File: config.mk
export PLATFORM = sky130hd
export DESIGN_NAME = grey_frame_ctrl
export DESIGN_NICKNAME = d
export VERILOG_FILES = /design/src/rtl/grey_frame_ctrl.sv
export SDC_FILE = /design/constraint.sdc
export NUM_CORES = 1
export LEC_CHECK = 0
export BUFFER_PORTS_ARGS = -buffer_cell sky130_fd_sc_hd__buf_4
export CAP_MARGIN = 30
export CORE_MARGIN = 5
export CORE_UTILIZATION = 61
export CTS_BUF_LIST = sky130_fd_sc_hd__clkbuf_4 sky130_fd_sc_hd__clkbuf_8 sky130_fd_sc_hd__clkbuf_16
export DETAILED_ROUTE_END_ITERATION = 7
export PLACE_DENSITY = 0.86
export SLEW_MARGIN = 20
export SYNTH_ARGS = -nofsm -noshare
export SYNTH_HDL_FRONTEND = slang
export SYNTH_SLANG_ARGS = --single-unit
File: constraint.sdc
create_clock -name clk -period 4.3 [get_ports clk]
set_input_delay 1.075 -clock clk [delete_from_list [all_inputs] [get_ports clk]]
set_output_delay 1.075 -clock clk [all_outputs]
set_load 0.02 [all_outputs]
File: src/rtl/grey_frame_ctrl.sv
// grey_frame_ctrl
//   Frame sequencer for the 2x2 greyscale averaging datapath. Tracks the raw
//   pixel column/row within a frame opened by start-of-frame, drives the
//   line-buffer/tap shift enable, flags completed 2x2 windows together with
//   their output coordinates, and reports frame completion.
//
//   Optional feature macro: GREY_FRAME_ERR_EN
//     defined   : in_sof seen mid-frame sets sticky err and restarts the frame
//                 with that pixel as (0,0).
//     undefined : in_sof mid-frame is ignored (pixel counted normally), err=0.
//
// Ports
//   clk        clock, all state on rising edge
//   rst        asynchronous active-high reset
//   in_valid   raw pixel present this cycle
//   in_sof     marks the in_valid pixel as frame pixel (0,0)
//   shift_en   combinational datapath/line-buffer shift enable
//   win_valid  registered, 2x2 window complete
//   out_x      registered greyscale x (col>>1 of window bottom-right pixel)
//   out_y      registered greyscale y (row>>1)
//   frame_done one-cycle pulse after the last pixel of a frame is accepted
//   busy       frame in progress
//   err        sticky malformed-frame flag
module grey_frame_ctrl #(
    parameter int IMG_W = 640,
    parameter int IMG_H = 480,
    parameter int CW    = 11
) (
    input  logic          clk,
    input  logic          rst,
    input  logic          in_valid,
    input  logic          in_sof,
    output logic          shift_en,
    output logic          win_valid,
    output logic [CW-1:0] out_x,
    output logic [CW-1:0] out_y,
    output logic          frame_done,
    output logic          busy,
    output logic          err
);

    typedef enum logic [1:0] {
        IDLE   = 2'd0,
        ACTIVE = 2'd1,
        DONE   = 2'd2
    } state_t;

    localparam logic [CW-1:0] COL_LAST = CW'(IMG_W - 1);
    localparam logic [CW-1:0] ROW_LAST = CW'(IMG_H - 1);

    state_t        state, state_n;
    logic [CW-1:0] col, col_n;
    logic [CW-1:0] row, row_n;
    logic          win_n;
    logic          restart;

    assign shift_en   = in_valid && (state == ACTIVE || in_sof);
    assign busy       = (state == ACTIVE);
    assign frame_done = (state == DONE);

`ifdef GREY_FRAME_ERR_EN
    assign restart = in_sof;

    always_ff @(posedge clk or posedge rst) begin
        if (rst)
            err <= 1'b0;
        else if (state == ACTIVE && shift_en && in_sof)
            err <= 1'b1;
    end
`else
    assign restart = 1'b0;
    assign err     = 1'b0;
`endif

    always_comb begin
        state_n = state;
        col_n   = col;
        row_n   = row;
        win_n   = 1'b0;
        case (state)
            // In IDLE/DONE shift_en already implies in_sof: the accepted
            // pixel is (0,0), so counting resumes at column 1.
            IDLE: begin
                if (shift_en) begin
                    state_n = ACTIVE;
                    col_n   = CW'(1);
                    row_n   = '0;
                end
            end
            ACTIVE: begin
                if (shift_en) begin
                    if (restart) begin
                        col_n = CW'(1);
                        row_n = '0;
                    end else begin
                        win_n = col[0] && row[0];
                        if (col == COL_LAST && row == ROW_LAST) begin
                            state_n = DONE;
                            col_n   = '0;
                            row_n   = '0;
                        end else if (col == COL_LAST) begin
                            col_n = '0;
                            row_n = row + CW'(1);
                        end else begin
                            col_n = col + CW'(1);
                        end
                    end
                end
            end
            DONE: begin
                if (shift_en) begin
                    state_n = ACTIVE;
                    col_n   = CW'(1);
                    row_n   = '0;
                end else begin
                    state_n = IDLE;
                end
            end
            default: state_n = IDLE;
        endcase
    end

    always_ff @(posedge clk or posedge rst) begin
        if (rst) begin
            state     <= IDLE;
            col       <= '0;
            row       <= '0;
            win_valid <= 1'b0;
            out_x     <= '0;
            out_y     <= '0;
        end else begin
            state     <= state_n;
            col       <= col_n;
            row       <= row_n;
            win_valid <= win_n;
            if (win_n) begin
                out_x <= col >> 1;
                out_y <= row >> 1;
            end
        end
    end

endmodule

==> reports/qor.yml <==
syn_area_um2: 2277
leakagePower_nw: 1.148
clk_path_buf_depth: 2
slew_headroom_pct: 34.55
holdWs_ns: 0.5092
reg2reg_slack_ns: 2.04
postCtsHoldBufs: 0
setup_tns_ns: 0
ys_ff_latch: 45
fmax_mhz: 366.7
hp-class: "flop to flop"
final_core_util_pct: 70.14
setup_viol: 0
clk_latency_ns: 0.29
arrival_ns: 1.65
place_area_um2: 2459
drive_above_1_share_pct: 27.83
track_usage_pct: 17.69
r2r-start: "col[0]"
dpl.hpwl_um: 2907
vdd_drop_max_uv: 383.3
crit_end: "shift_en"
crit_required_ns: 3.22
grt_pass1_vias: 1479
postLayoutCellArea_um2: 2549
place_ws_ns: 1.688
num_antenna_cells: 0
clk_pin_slew_worst_paths_ns: 0.08
drv_slew: 0
wl_met2_um: 1840
cp_max_fo: 15
min_path_cells: 1
met1Wirelength_um: 2023
port_buffers: 27
p_per_area_nw_per_um2: 416.2
ios: 31
grt_overflow: 0
grt_pass1_wl_um: 7100
drt_wl_total_um: 4134
crit_start: "state[0]"
row_count: 22
rr_worst_depth: 5
drt_iter0_drc: 110
cts_tree: "built"
syn_area_per_cell_um2: 11.00
top_layer: "met4"
wl_per_cell_um: 14.87
ys_seq_area_share_pct: 49.45
root_buffer: "clkbuf_8"
area_delta_synth_final_pct: 11.92
setup_ws_ns: 1.573
cts_buffers: 5
fp.dieH_um: 71.10
drv_cap: 0
vias_per_cell: 6.090
globalplace.congestion: 0.7999
outcome: "finished clean"
route.met3.wl_um: 215
firstDrtPassIters: 4
cp-start-kind: "flop"
coreArea_um2: 3633
finalNetCount: 236
start_util_pct: 62.67
period_minus_slack_ns: 2.727
rsz0062_at_grt: "false"
final_cell_mix: "dfrtp_1 (45), buf_4 (28), mux2_2 (17), nand2_1 (12), nand3_1 (11)"
hold_viol: 0
syn_inst: 207
post-route-drc-count: 0
async_flop_share_pct: 100.0
yosysWarnings: 0
synthFlopType: "dfrtp_1"
via_count: 1693
fin_crit_sh_pct: 63.42
die_w_um: 71.10
cts_resized: 0
fin_worst_skew_ns: 0.008506
ant_nets: 0
dieArea_um2: 5055
tightest_slew_ns: 0.9771
antenna_found_initial: 0
worstSetupEndpointType: "output port"
cts_setup_buffers: 0
htreeDepth: 2
synth_edf_count: 0
cts_sinks: 45
r2r-end: "col[9]"
final_common_cell: "dfrtp_1"
grt_max_degree: 46
yosys.cell_types.count: 47
worst-setup-path-type: "flop to output port"
[cell families after synthesis]
| group | share of synthesized area, % |
|---|---|
| adder cells (fa/ha/maj) | 1.099 |
| XOR/XNOR | 0.7694 |
| flip-flops | 49.45 |
| other | 0.1647 |
| AO/OA/AOI/OAI | 15.50 |
| buffers and inverters | 5.549 |
| AND/OR/NAND/NOR | 17.09 |
| multiplexers | 10.38 |
[critical path, cell delays in order (launching register included)]
cell	delay, ns
dfrtp_1	0.65
and2b_1	0.41
o21a_1	0.17
buf_4	0.13
[worst min path at each step]
stage,from,endpoint,slack (ns)
floorplan,col[1],col[1],0.51
global placement,out_y[8],out_y[8],0.49
detailed placement,out_y[6],out_y[6],0.50
CTS,out_x[2],out_x[2],0.52
global route,out_x[9],out_x[9],0.53
finish,out_x[5],out_x[5],0.51
[sequential cells by signal, indices dropped and copies added (netlist names)]
signal / count
col: 11
row: 11
out_x: 10
out_y: 10
state: 2
win_valid: 1
[synthesized netlist by cell type, drive strengths merged (2+ instances only)]
master / number / area share, %
or4: 6 / 2.0
dfrtp: 45 / 49
nand3: 11 / 2.4
nand2: 12 / 2.0
and2b: 2 / 0.66
nor2: 6 / 0.99
o21ai: 11 / 2.6
and3: 3 / 1.0
and2: 5 / 1.5
ha: 2 / 1.1
or2: 5 / 1.4
nand4: 4 / 1.1
nand3b: 2 / 0.66
a22o: 2 / 0.77
o2111ai: 3 / 1.2
mux2: 20 / 10
o41ai: 2 / 0.77
a21oi: 8 / 1.8
inv: 8 / 1.3
o21a: 2 / 0.66
o31ai: 7 / 2.3
buf: 9 / 3.4
a31oi: 3 / 0.82
and4: 3 / 1.2
o211ai: 7 / 2.3
clkbuf: 5 / 0.82
[report_power, final]
part / total (mW) / internal, mW / leakage, nW / switching, mW
Combinational: 0.248 / 0.0936 / 0.488 / 0.154
Sequential: 0.550 / 0.469 / 0.612 / 0.0816
Clock: 0.263 / 0.134 / 0.0477 / 0.129
Total: 1.06 / 0.696 / 1.15 / 0.365
[metal layers]
metal,track usage (%),vias up
met5,0,-
met2,24.51,54
met4,6.681,0
li1,-,812
met1,27.23,822
met3,3.551,5
[through the flow]
| step | power (mW) | instances |
|---|---|---|
| after global routing | 1.125 | 278 |
| after floorplan | 0.7480 | 209 |
| final | 1.061 | 278 |
| after global placement | 0.7948 | 271 |
| after detailed placement | 0.8032 | 271 |
| after CTS | 1.064 | 278 |
[area by class of cell]
class / instances / area [um2]
Sequential cell: 45 / 1126
Fill cell: 295 / 1085
Multi-Input combinational cell: 142 / 1032
Timing Repair Buffer: 28 / 210.2
Clock buffer: 7 / 90.09
Tap cell: 48 / 60.06
Inverter: 8 / 30.03
(Power assumes the default switching activity.)
